$ cat src/rtl/ctrl_mc.sv
// ctrl_mc: multi-cycle SISC control unit sequencing fetch, decode, execute, memory and writeback.
// Outputs are decoded from present state and inputs; memory waits stall in FETCH/MEM and trip FAULT on timeout.
module ctrl_mc #(
  parameter int OPW         = 4,
  parameter int ALUW        = 4,
  parameter int STATW       = 4,
  parameter int MEM_TIMEOUT = 16,
  parameter int CNTW        = 5
) (
  input  logic             clk,
  input  logic             rst_f,
  input  logic [OPW-1:0]   opcode,
  input  logic [STATW-1:0] mm,
  input  logic [STATW-1:0] stat,
  input  logic             mem_ready,
  output logic             ir_load,
  output logic             pc_write,
  output logic             pc_sel,
  output logic             br_sel,
  output logic             mem_req,
  output logic             mem_we,
  output logic             rf_we,
  output logic             wb_sel,
  output logic [ALUW-1:0]  alu_op,
  output logic             halted,
  output logic             fault,
  output logic             illegal,
  output logic [3:0]       state
);

  typedef enum logic [3:0] {
    S_START0    = 4'd0,
    S_START1    = 4'd1,
    S_FETCH     = 4'd2,
    S_DECODE    = 4'd3,
    S_EXECUTE   = 4'd4,
    S_MEM       = 4'd5,
    S_WRITEBACK = 4'd6,
    S_HALT      = 4'd7,
    S_FAULT     = 4'd8
  } state_t;

  localparam logic [OPW-1:0] OP_NOOP   = OPW'(0);
  localparam logic [OPW-1:0] OP_REG_OP = OPW'(1);
  localparam logic [OPW-1:0] OP_REG_IM = OPW'(2);
  localparam logic [OPW-1:0] OP_BRA    = OPW'(4);
  localparam logic [OPW-1:0] OP_BRR    = OPW'(5);
  localparam logic [OPW-1:0] OP_BNE    = OPW'(6);
  localparam logic [OPW-1:0] OP_BNR    = OPW'(7);
  localparam logic [OPW-1:0] OP_LOD    = OPW'(10);
  localparam logic [OPW-1:0] OP_STR    = OPW'(11);
  localparam logic [OPW-1:0] OP_HLT    = OPW'(15);

  localparam logic [ALUW-1:0] ALU_REG_EX  = ALUW'(4'b0001);
  localparam logic [ALUW-1:0] ALU_IMM_EX  = ALUW'(4'b0011);
  localparam logic [ALUW-1:0] ALU_REG_MEM = ALUW'(4'b0000);
  localparam logic [ALUW-1:0] ALU_IMM_MEM = ALUW'(4'b0010);

  state_t          cur, nxt;
  logic [CNTW-1:0] cnt, cnt_nxt;

  logic is_reg, is_imm, is_lod, is_str, is_mem, is_hlt, is_rel, legal;
  logic cond, taken, timeout;

  assign is_reg = (opcode == OP_REG_OP);
  assign is_imm = (opcode == OP_REG_IM);
  assign is_lod = (opcode == OP_LOD);
  assign is_str = (opcode == OP_STR);
  assign is_mem = is_lod || is_str;
  assign is_hlt = (opcode == OP_HLT);
  assign is_rel = (opcode == OP_BRR) || (opcode == OP_BNR);
  assign legal  = opcode inside {OP_NOOP, OP_REG_OP, OP_REG_IM, OP_BRA, OP_BRR,
                                 OP_BNE, OP_BNR, OP_LOD, OP_STR, OP_HLT};

  // An empty mask means "always"; BNE/BNR take the inverse sense.
  assign cond  = (mm == '0) || (|(stat & mm));
  assign taken = (((opcode == OP_BRA) || (opcode == OP_BRR)) && cond) ||
                 (((opcode == OP_BNE) || (opcode == OP_BNR)) && !cond);

  // Only consulted when mem_ready is low, so a ready at the limit still completes.
  assign timeout = (MEM_TIMEOUT > 0) && (cnt == CNTW'(MEM_TIMEOUT));

  assign state = cur;

  always_ff @(posedge clk or negedge rst_f) begin
    if (!rst_f) begin
      cur <= S_START0;
      cnt <= '0;
    end else begin
      cur <= nxt;
      cnt <= cnt_nxt;
    end
  end

  always_comb begin
    nxt      = cur;
    ir_load  = 1'b0;
    pc_write = 1'b0;
    pc_sel   = 1'b0;
    br_sel   = 1'b0;
    mem_req  = 1'b0;
    mem_we   = 1'b0;
    rf_we    = 1'b0;
    wb_sel   = 1'b0;
    alu_op   = '0;
    halted   = 1'b0;
    fault    = 1'b0;
    illegal  = 1'b0;
    case (cur)
      S_START0: nxt = S_START1;
      S_START1: nxt = S_FETCH;
      S_FETCH: begin
        mem_req = 1'b1;
        if (mem_ready) begin
          ir_load  = 1'b1;
          pc_write = 1'b1;
          nxt      = S_DECODE;
        end else if (timeout) begin
          nxt = S_FAULT;
        end
      end
      S_DECODE: begin
        illegal = !legal;
        nxt     = is_hlt ? S_HALT : S_EXECUTE;
      end
      S_EXECUTE: begin
        if (is_reg)
          alu_op = ALU_REG_EX;
        else if (is_imm || is_mem)
          alu_op = ALU_IMM_EX;
        if (taken) begin
          pc_write = 1'b1;
          pc_sel   = 1'b1;
          br_sel   = is_rel;
        end
        nxt = (is_reg || is_imm || is_mem) ? S_MEM : S_FETCH;
      end
      S_MEM: begin
        alu_op = is_reg ? ALU_REG_MEM : ALU_IMM_MEM;
        if (is_mem) begin
          mem_req = 1'b1;
          mem_we  = is_str;
          if (mem_ready)
            nxt = is_str ? S_FETCH : S_WRITEBACK;
          else if (timeout)
            nxt = S_FAULT;
        end else begin
          nxt = S_WRITEBACK;
        end
      end
      S_WRITEBACK: begin
        rf_we  = 1'b1;
        wb_sel = is_lod;
        nxt    = S_FETCH;
      end
      S_HALT:  halted = 1'b1;
      S_FAULT: fault  = 1'b1;
      default: nxt = S_START0;
    endcase
  end

  always_comb begin
    cnt_nxt = cnt;
    if (nxt != cur)
      cnt_nxt = '0;
    else if (mem_req && !mem_ready && (MEM_TIMEOUT > 0) && (cnt != {CNTW{1'b1}}))
      cnt_nxt = cnt + 1'b1;
  end

endmodule

$ cat config.mk
export PLATFORM = sky130hd
export DESIGN_NAME = ctrl_mc
export DESIGN_NICKNAME = d
export VERILOG_FILES = /design/src/rtl/ctrl_mc.sv
export SDC_FILE = /design/constraint.sdc
export NUM_CORES = 1
export LEC_CHECK = 0
export CAP_MARGIN = 20
export CORE_AREA = 2 2 51 53
export CTS_BUF_LIST = sky130_fd_sc_hd__clkbuf_4
export DETAILED_ROUTE_END_ITERATION = 8
export DIE_AREA = 0 0 53 55
export GPL_ROUTABILITY_DRIVEN = 0
export PLACE_DENSITY = 0.76
export SYNTH_ARGS = -nofsm -noshare
export SYNTH_HDL_FRONTEND = slang
export SYNTH_SLANG_ARGS = --single-unit
$ cat constraint.sdc
create_clock -name clk -period 1.8 [get_ports clk]
set_input_delay 0.18 -clock clk [delete_from_list [all_inputs] [get_ports clk]]
set_output_delay 0.18 -clock clk [all_outputs]
set_load 0.02 [all_outputs]
==> summary.md, run 1 <==
| Metric | Value |
|---|---|
| Max Cap Viol | 0 |
| Row count | 18 |
| Data arrival, critical path | 1.96 ns |
| Worst-Skew Late Latency | 0.26 ns |
| Die X | 53 um |
| Fin nets | 193 |
| Pre-CTS setup slack | -0.755 ns |
| Via density | 5.36 |
| CP max FO | 5 |
| Initial DRT Pass Iterations | 4 |
| Setup Viol. Count Final | 6 |
| IO Port Bufs | 31 |
| Placed instance area | 1460 um2 |
| Fin Clk Skew | 0.00331 ns |
| Num CTS Buffers | 3 |
| Post-synth cell types | 45 |
| WP data required | 1.95 ns |
| Final WS setup | -0.0130 ns |
| Flops & latches, synth | 9 |
| Reg2reg start | cnt[1] |
| Hold Slack | 0.210 ns |
| Critical path class | reg -> reg |
| H-Tree Depth | 1 |
| Outcome | complete, but fails checks |
| Initial Utilization | 0.399 |
| M2 GR Usage | 0.396 |
| Fin area | 1590 um2 |
| CTS clk-pin slew, worst paths | 0.06 ns |
| I/O pin cnt | 34 |
| Clk buf depth | 2 |
| CTS root buffer | clkbuf_4 |
| Met1 usage | 0.261 |
| Commonest non-fill, non-tap cell in the layout | buf_4 |
| GRT Util Overall | 0.211 |
| DR vias | 1093 |
| Leakage power | 0.768 nW |
| Failing checks | negative setup slack |
| Top Usage Layer GRT | met2 |
| Setup crit start kind | flip-flop |
| First-pass GRT wire length | 4.60 mm |
| DRC Markers | 0 |
| Final wirelength | 3.02 mm |
| CTS tree | built |
| Synthesized instance count | 116 |
| Mean post-synth cell area | 8.13 um2 |
| Number of global-route vias before repair | 1029 |
| Async SR Flop Fraction | 1.00 |
| Avg WL per Cell | 14.8 um |
| Iter 0 DRT Violations | 18 |
| Initial antenna violation count | 0 |
| Final Hold Fails | 0 |
| Fin Setup TNS | -0.0519 ns |
| RSZ-0062 raised after global routing | yes |
| Post-DP HPWL | 2.25 mm |
| Setup crit end kind | flip-flop |
| Tcrit/Tclk final | 1.01 |
| VDD IR-drop max | 713 uV |
| Worst Setup SP | cnt[1] |
| Sequential area share after synthesis | 0.239 |
| Worst hold path type | in -> async |
| Clk sink count | 9 |
| EDFF count, synth | 0 |
| Final Max Tran Viols | 0 |
| Die Ht | 55 um |
| Die ar. | 2920 um2 |
| Largest net degree at the start of global routing | 18 |
| Achievable Freq | 552 MHz |
| Commonest non-fill, non-tap cells in the layout | 27 x buf_4, 11 x nor2_1, 8 x clkdlybuf4s50_1 |
| Post-route minimum period | 1.81 ns |
| Area grow syn2layout | 68.2% |
| Diode count | 0 |
| Hold bufs inserted after CTS | 0 |
| Mapped Area | 943 um2 |
| Synth Warn # | 0 |
| Remaining global-route overflow | 0 |
| Layout cells sized above 1 | 0.448 |
| Antenna viol nets, final | 0 |
| P per Cell Area | 1040 nW/um2 |
| Core area | 2360 um2 |
| Met3 Resource Use GR | 0.0323 |
| Main flop type after synthesis | dfrtp_1 |
==> worst max-delay path: stages (launching register included) <==
cell	delay, ns
dfrtp_1	0.40
inv_1	0.07
ha_2	0.18
nand4bb_1	0.17
a221oi_2	0.39
o311ai_2	0.13
o211ai_2	0.16
buf_6	0.14
nor3b_1	0.05
==> through the flow <==
step	util	cells	power, W
global route	0.671	204	0.00176
floorplan	-	117	0.000892
detailed placement	0.618	198	0.00134
global placement	0.618	198	0.00131
CTS	0.635	204	0.00156
finish	0.671	204	0.00165
==> registers in the layout, summed over array words and instances, names as in the netlist <==
signal / flops
cnt: 5
state: 4
==> metal layers <==
layer | share of wire | up-vias
met2 | 0.54 | 37
li1 | - | 534
met1 | 0.40 | 520
met5 | 0 | -
met3 | 0.050 | 2
met4 | 0.0033 | 0
==> cell usage after synthesis, types with 4 or more instances <==
library cell / count / share of area
nand2_1: 8 / 0.032
nand3_1: 5 / 0.027
nor2b_1: 4 / 0.027
inv_1: 8 / 0.032
a21oi_1: 4 / 0.021
nor2_1: 12 / 0.048
o21ai_0: 6 / 0.032
nor3_1: 4 / 0.021
dfrtp_1: 9 / 0.24
==> path summary, 6_finish.rpt <==
check	end	slack [ns]	cells after the start
worst min-delay path	cnt[2]	0.21	1
worst max-delay path	cnt[1]	-0.01	8
min in group clk	state[2]	0.67	5
worst min register to register	cnt[3]	0.68	2
worst max register to register	cnt[1]	-0.01	8
max in group asynchronous	state[2]	1.28	1
==> area by class of cell <==
| type | instances | area, um2 |
|---|---|---|
| inverter | 8 | 30.0 |
| multi-input combinational | 92 | 762 |
| timing repair buffer | 61 | 499 |
| fill | 201 | 778 |
| sequential | 9 | 228 |
| clock buffer | 4 | 30.0 |
| tap | 30 | 37.5 |
==> power breakdown <==
part / total, W / switching (W) / internal [W]
clock: 0.000170 / 0.0000695 / 0.000100
combinational: 0.00120 / 0.000629 / 0.000569
sequential: 0.000287 / 0.0000405 / 0.000246
==> logic make-up (layout without fill, tap and decap cells) <==
family          after synthesis  count (layout)  synth area share
xor+xnor                      4               4            0.0371
fa+ha+maj                     3               3            0.0398
mux                           3               3            0.0318
other cells                   1               2           0.00397
buf+inv                      16              73            0.0862
simple gates                 57              57             0.377
flops                         9               9             0.239
compound gates               23              23             0.186
==> repair_timing <==
item	in CTS	in global routing
hold endpoints to repair	0	0
endpoints found under the setup margin	18	19
buffers inserted	2	1
cloned	0	0
pin swaps	9	14
gates resized for setup	63	36
Power figures use the tool's default switching activity.
==> run 2: changes to the inputs <==
Settings changed: CORE_AREA 2 2 51 53 to 2 2 52 54, CTS_BUF_LIST sky130_fd_sc_hd__clkbuf_4 to unset, DIE_AREA 0 0 53 55 to 0 0 54 56, PLACE_DENSITY 0.76 to 0.73.
==> run 2 against run 1 <==
Against the previous run: the run still ends with negative setup slack left; clock skew about the same; cell count increased by 0.49%; worst hold slack improved by 0.0061 ns; critical endpoint is now cnt[4]; largest power group unchanged.
==> summary.md, run 2 (synthesis gave the netlist of run 1 again) <==
| Metric | Value |
|---|---|
| Outcome | complete, but fails checks (unchanged) |
| Failing checks | negative setup slack (unchanged) |
| Hold Slack | 0.216 ns (was 0.210 ns) |
| R2R Setup Slk | -0.06 ns (was -0.01 ns) |
| Antenna viol nets, final | 0 (unchanged) |
| Die ar. | 3020 um2 (was 2920 um2) |
| Data arrival, critical path | 2.01 ns (was 1.96 ns) |
| Area grow syn2layout | 70.0% (was 68.2%) |
| Remaining global-route overflow | 0 (unchanged) |
| IO Port Bufs | 31 (unchanged) |
| Leakage power | 0.774 nW (was 0.768 nW) |
| Layout cells sized above 1 | 0.446 (was 0.448) |
| Critical path class | reg -> reg (unchanged) |
| Worst hold path type | in -> async (unchanged) |
| Avg WL per Cell | 15.0 um (was 14.8 um) |
| Pint | 0.000936 W (was 0.000916 W) |
| Worst-Skew Late Latency | 0.26 ns (about the same) |
| CTS clk-pin slew, worst paths | 0.06 ns (about the same) |
| Via density | 5.51 (was 5.36) |
| Final Hold Fails | 0 (unchanged) |
| Met1 wire length | 1.25 mm (was 1.21 mm) |
| Core area | 2430 um2 (was 2360 um2) |
| DR WL met3 | 170 um (was 151 um) |
| First-pass GRT wire length | 4.62 mm (was 4.60 mm) |
| Fin nets | 194 (was 193) |
| WL met2 | 1.61 mm (was 1.65 mm) |
| Commonest non-fill, non-tap cell in the layout | buf_4 (unchanged) |
| Setup crit end kind | flip-flop (unchanged) |
| Post-Route Utilization | 0.659 (was 0.671) |
| Final wirelength | 3.08 mm (was 3.02 mm) |
| Most flops, register | cnt (unchanged) |
| CTS root buffer | clkbuf_4 (unchanged) |
| CTS tree | built (unchanged) |
| Num CTS Buffers | 3 (unchanged) |
| H-Tree Depth | 1 (unchanged) |
| Max Cap Viol | 0 (unchanged) |
| Die X | 54 um (was 53 um) |
| Post-DP HPWL | 2.27 mm (was 2.25 mm) |
| Diode count | 0 (unchanged) |
| Logic gate share of total power | 0.743 (was 0.724) |
| Setup crit start kind | flip-flop (unchanged) |
| Sequential power share | 0.168 (was 0.173) |
| Clock share of power | 0.089 (was 0.103) |
| I/O pin cnt | 34 (unchanged) |
| Commonest non-fill, non-tap cells in the layout | 28 x buf_4, 11 x nor2_1, 9 x clkdlybuf4s50_1, 8 x dfrtp_1 (was 27 x buf_4, 11 x nor2_1, 8 x clkdlybuf4s50_1) |
| P per Cell Area | 1050 nW/um2 (was 1040 nW/um2) |
| GRT Util Overall | 0.200 (was 0.211) |
| Final WS setup | -0.0646 ns (was -0.0130 ns) |
| Largest net degree at the start of global routing | 18 (unchanged) |
| Clk buf depth | 2 (unchanged) |
| Clk sink count | 9 (unchanged) |
| Top Metal Used | met4 (unchanged) |
| Sw power | 0.000756 W (was 0.000739 W) |
| Post-route minimum period | 1.86 ns (was 1.81 ns) |
| Die Ht | 56 um (was 55 um) |
| DRC Markers | 0 (unchanged) |
| DR vias | 1130 (was 1093) |
| Finished Layout Cells | 205 (was 204) |
| Final Max Tran Viols | 0 (unchanged) |
| Max reg flops | 5 (unchanged) |
| Initial Utilization | 0.388 (was 0.399) |
| Placed instance area | 1470 um2 (was 1460 um2) |
| Hold bufs inserted after CTS | 0 (unchanged) |
| RSZ-0062 raised after global routing | yes (unchanged) |
| Tcrit/Tclk final | 1.04 (was 1.01) |
| Iter 0 DRT Violations | 45 (was 18) |
| Row count | 18 (unchanged) |
| CP max FO | 5 (unchanged) |
| Number of global-route vias before repair | 1055 (was 1029) |
| Initial antenna violation count | 0 (unchanged) |
| Dpl cells | 199 (was 198) |
| Fin area | 1600 um2 (was 1590 um2) |
| Achievable Freq | 536 MHz (was 552 MHz) |
| Setup Viol. Count Final | 6 (unchanged) |
| WP data required | 1.94 ns (was 1.95 ns) |
| Initial DRT Pass Iterations | 5 (was 4) |
| Switching Share | 0.447 (about the same) |
| Fin Clk Skew | 0.00379 ns (was 0.00331 ns) |
| VDD IR-drop max | 698 uV (was 713 uV) |
[run 2: layer usage]
layer / vias to the layer above / GRT usage
li1: 532 / -
met4: 0 / 0.0500
met5: - / 0
met3: 6 / 0.0430
met2: 52 / 0.343
met1: 540 / 0.246
[run 2: timing repair]
action / in CTS / in global routing
endpoints found under the setup margin: 20 / 19
resized for setup: 68 / 31
pin swaps: 9 / 16
setup buffers: 1 / 3
[run 2: final cells by class]
cell class                 instances  area [um2]
fill                             197         828
tap                               30        37.5
multi-input combinational         92         763
clock buffer                       4        26.3
inverter                           8        30.0
sequential                         9         226
timing repair buffer              62         520
[run 2: final timing paths]
kind | end | depth (start not counted) | startpoint
max | cnt[4] | 8 | state[2]
min | state[3] | 1 | rst_f
max reg2reg | cnt[4] | 8 | state[2]
min reg2reg | cnt[1] | 2 | cnt[1]
max in group asynchronous | state[0] | 1 | rst_f
min in group clk | cnt[1] | 2 | cnt[1]
[run 2: stage by stage]
| step | setup TNS, ns | total power (W) | worst slack [ns] |
|---|---|---|---|
| after detailed placement | -4.95 | 0.00135 | -0.782 |
| after global routing | -0.959 | 0.00181 | -0.130 |
| final | -0.312 | 0.00169 | -0.0646 |
| after global placement | -4.98 | 0.00133 | -0.723 |
| after CTS | -0.296 | 0.00157 | -0.0586 |
| after floorplan | 0 | 0.000892 | 0.00679 |
[run 2: critical path: stages (launching register included)]
cell	delay, ns
dfrtp_1	0.42
or4b_4	0.57
buf_6	0.14
o21ai_4	0.06
buf_6	0.15
nand4_1	0.11
o211ai_2	0.09
buf_6	0.15
nor3b_2	0.05
[run 2: power by group through the flow]
stage,Clock [W],Sequential [W],Combinational [W]
finish,0.000151,0.000284,0.00126
CTS,0.000158,0.000280,0.00113
detailed placement,0,0.000283,0.00107
global route,0.000175,0.000285,0.00135
floorplan,0,0.000315,0.000577
global placement,0,0.000283,0.00105
